## src/rtl/reg_file_param.sv

```systemverilog
// rtl/reg_file_param.sv - parametrised register file, one write port, two registered read ports
module reg_file_param #(
  parameter int WIDTH   = 16,
  parameter int ADDR_W  = 3,
  parameter int BYPASS  = 1,
  parameter int ZERO_R0 = 0
) (
  input  logic              clk,
  input  logic              rst,
  input  logic              clr,
  input  logic              we,
  input  logic [ADDR_W-1:0] waddr,
  input  logic [WIDTH-1:0]  wdata,
  input  logic              ren_a,
  input  logic [ADDR_W-1:0] raddr_a,
  output logic [WIDTH-1:0]  rdata_a,
  output logic              rvalid_a,
  input  logic              ren_b,
  input  logic [ADDR_W-1:0] raddr_b,
  output logic [WIDTH-1:0]  rdata_b,
  output logic              rvalid_b
);

  localparam int DEPTH = 2 ** ADDR_W;

  logic [WIDTH-1:0] mem [DEPTH];
  logic [DEPTH-1:0] valid;
  logic             wr_ok;
  logic [WIDTH:0]   next_a;
  logic [WIDTH:0]   next_b;

  // Value a read port loads on this edge, packed as {valid, data}.
  // Clear wins, then the hard-zero word 0, then same-cycle forwarding, then storage.
  function automatic logic [WIDTH:0] lookup(
    input logic [ADDR_W-1:0] addr,
    input logic [WIDTH-1:0]  word,
    input logic              vbit,
    input logic              wr,
    input logic [ADDR_W-1:0] wa,
    input logic [WIDTH-1:0]  wd,
    input logic              clr_i
  );
    logic [WIDTH:0] r;
    if (clr_i) begin
      r = '0;
    end else if ((ZERO_R0 != 0) && (addr == '0)) begin
      r = {1'b1, {WIDTH{1'b0}}};
    end else if ((BYPASS != 0) && wr && (addr == wa)) begin
      r = {1'b1, wd};
    end else begin
      r = {vbit, word};
    end
    return r;
  endfunction

  // A write to the hard-zero word is dropped; wr_ok also gates forwarding.
  assign wr_ok = we && !((ZERO_R0 != 0) && (waddr == '0));

  // Next-load values for both read ports.
  always_comb begin
    next_a = lookup(raddr_a, mem[raddr_a], valid[raddr_a], wr_ok, waddr, wdata, clr);
    next_b = lookup(raddr_b, mem[raddr_b], valid[raddr_b], wr_ok, waddr, wdata, clr);
  end

  // Storage and valid bits: reset and clear wipe everything and swallow the write.
  always_ff @(posedge clk) begin
    if (rst || clr) begin
      for (int i = 0; i < DEPTH; i++) begin
        mem[i] <= '0;
      end
      valid <= '0;
    end else if (wr_ok) begin
      mem[waddr]   <= wdata;
      valid[waddr] <= 1'b1;
    end
  end

  // Read output registers: load on ren, otherwise hold.
  always_ff @(posedge clk) begin
    if (rst) begin
      rdata_a  <= '0;
      rvalid_a <= 1'b0;
      rdata_b  <= '0;
      rvalid_b <= 1'b0;
    end else begin
      if (ren_a) begin
        {rvalid_a, rdata_a} <= next_a;
      end
      if (ren_b) begin
        {rvalid_b, rdata_b} <= next_b;
      end
    end
  end

endmodule

```

## config.mk

```make
export PLATFORM = sky130hd
export DESIGN_NAME = reg_file_param
export DESIGN_NICKNAME = d
export VERILOG_FILES = /design/src/rtl/reg_file_param.sv
export SDC_FILE = /design/constraint.sdc
export NUM_CORES = 1
export LEC_CHECK = 0
export BUFFER_PORTS_ARGS = -buffer_cell sky130_fd_sc_hd__buf_4
export CORE_UTILIZATION = 54
export DETAILED_ROUTE_END_ITERATION = 7
export PLACE_DENSITY = 0.76
export SETUP_SLACK_MARGIN = 0.4
export SLEW_MARGIN = 0
export SYNTH_ARGS = -nofsm -noshare
export SYNTH_HDL_FRONTEND = slang
export SYNTH_SLANG_ARGS = --single-unit
```

## constraint.sdc

```tcl
create_clock -name clk -period 2.4 [get_ports clk]
set_input_delay 0.24 -clock clk [delete_from_list [all_inputs] [get_ports clk]]
set_output_delay 0.24 -clock clk [all_outputs]
set_load 0.03 [all_outputs]
```

==> results.md <==
* Routed vias at 5,411
* HPWL Detailed at 13,110 um
* CTS Buf Count at 17
* Overflow left after global routing at 0
* Post-CTS Setup Repair Bufs at 0
* Synth area leaders: edfxtp_1, mux4_2, dfxtp_1, and2_1, mux2i_1
* RR Endpoint: rvalid_b
* Mapped Area at 0.008434 mm2
* Clock latency on the worst-skew pair at 0.43 ns
* Seq/Total Area, Yosys at 55.54%
* I/O Pins at 65
* Final slew viol count at 0
* Unrepaired setup endpoints after global routing: no
* Final setup viols at 0
* Least-Margin Pin Slew at 0.5683 ns
* Area growth syn-to-layout at 16.29%
* Ys flop type: edfxtp_1
* Worst setup EP type: flop
* Share of cells above drive strength 1 at 30.93%
* Status: finished, final reports clean
* Post-Synth Adder-Cell Area at 0%
* Post-Syn Area per Cell at 14.93 um2
* Rel. slew slack at 61.14%
* Hold buffers post-CTS at 0
* Core Rows at 45
* Crit path max-delay cell type: a21o_1
* Max frequency at 0.6040 GHz
* GRT Total Usage at 27.81%
* Wire per inst at 25.18 um
* Initial DRC Count at 601
* Critical R2R Launch: valid[0]
* CTS Buffer Depth at 2
* Final Critical Period at 1.656 ns
* Vias in the first global route at 5,561
* EDFF count, synth at 128
* Asr flop ratio synth at 0%
* Worst setup path category: input port to flop
* Initial antenna violation count at 0
* Critical path peak fanout at 20
* Skew final at 0.006042 ns
* Commonest cells in the netlist: and2_1, edfxtp_1, mux4_2
* Most used cell, CP: buf_4
* Clock Tree Root: clkbuf_16
* Leak pwr at 3.824 nW
* CTS Sinks at 170
* Synth top area share at 45.57%
* Pin count of the biggest net entering global routing at 31
* Slowest stage delay, CP at 0.44 ns
* Startpoint Class: input port
* Critical Path, Cell by Cell: buf_4, xor2_1, nor3_1, a21o_1, buf_4, o21ai_1
* Final hold violations at 0
* Post-Route Setup TNS at 0 ns
* Clock H-tree levels at 4
* CP top delay family: buffers and inverters
* Die height at 127.0 um
* Req. time, crit path at 2.71 ns
* FF-to-FF setup slack at 1.00 ns
* Clock-pin slew on the worst setup and hold paths at 0.06 ns
* # diodes at 0
* PortBufs at 64
* Mux contribution to synthesized area at 21.66%
* Final GP Congestion at 0.8056
* Synthesized instance count at 565
* Pre-antenna DRT Iters at 5
* XOR/XNOR share of the synthesized area at 0.6231%
* CTS tree: done
* Finished Layout Cells at 841
* Max-cap violations at 0
* Maximum VDD drop at 0.0005681 V
* R2R depth at 4
* Power per cell area at 708.3 mW/mm2
* CP arrival at 1.97 ns
* Remaining antenna violation count at 0
* Yosys reg bits at 170
* WHS Endpoint: rvalid_b
* Synth Area in Compound Gates at 6.735%
* Most area-hungry cell type in the Yosys netlist: edfxtp_1
* Final nets at 671
* Post-cts sizing count at 0
* Core area at 0.01520 mm2
* Hold_sp: rst
* Netlist cell types at 31
* Final WL at 21,180 um
* Crit path buf inv count at 2
* Hold Path Cell Cnt at 2
* Chip Width at 127.0 um
* Hold crit path type: input port to flop
* Synth Area in Simple Gates at 12.68%
* Crit share post-route at 68.98%
* Starting density of the core at 55.48%
* Placed insts at 809
* Synthesized net count at 596
* Total Power at 6.947 mW
* Worst hold slack at 0.04049 ns
* Ys Warns at 0
* Largest family of logic cells by synthesized area: multiplexers
* Die area at 0.01612 mm2
* Vias per inst at 6.434
* Residual DRC count at 0
* First-pass GRT wire length at 31,690 um
-- report_power, final --
part | internal, mW | switching, mW
registers | 3.31 | 0.0770
logic | 0.325 | 0.398
clock network | 1.73 | 1.11
total | 5.36 | 1.59
-- cells by family after synthesis --
| group | Yosys count |
|---|---|
| DFF | 170 |
| and+or+nand+nor | 161 |
| muxes | 100 |
| AOI/OAI and AO/OA | 88 |
| buffers and inverters | 40 |
| xor gates and xnor gates | 6 |
-- registers in the layout, indices dropped and copies added, names as in the netlist --
signal and flops:
rvalid_b 1, valid 8, mem 128, rdata_a 16, rdata_b 16, rvalid_a 1
-- routing by layer --
layer	track usage, %	wire (um)
met1	35.07	8031
met2	45.73	10560
met3	6.658	1927
met4	13.17	653
met5	0	0
-- placed cells by master (no fill, tap or decap), types with 12 or more instances in the layout --
master,n
mux2i_1,34
buf_4,90
dfxtp_1,42
o21ai_0,12
a22oi_1,32
and2_1,128
edfxtp_1,128
o21ai_1,26
clkbuf_16,17
mux4_2,66
-- stage by stage --
step	setup WS (ns)	cell area [um2]	utilization (%)
4_1_cts	0.7974	9808	64.52
3_5_place_dp	0.3598	9200	60.52
3_3_place_gp	0.4513	9200	60.52
5_1_grt	0.7370	9808	64.52
6_report	0.7444	9808	64.52
2_1_floorplan	0.09384	8434	-
-- worst max-delay path by stage --
stage | start | to | slack, ns | depth (start not counted)
floorplan | clr | mem[4][0] | 0.09 | 4
global placement | raddr_b[1] | rdata_b[2] | 0.45 | 6
detailed placement | raddr_a[1] | rdata_a[13] | 0.36 | 6
CTS | raddr_a[1] | rdata_a[9] | 0.80 | 6
global route | raddr_a[1] | rdata_a[9] | 0.74 | 6
finish | raddr_a[1] | rdata_a[9] | 0.74 | 6
-- cell type report --
type | count | area [um2]
multi-input combinational | 355 | 3517
sequential | 170 | 4684
clock buffer | 18 | 429.2
timing repair buffer | 94 | 755.7
inverter | 2 | 7.507
fill | 1102 | 5394
clock inverter | 14 | 178.9
tap | 188 | 235.2
Power figures use the tool's default switching activity.
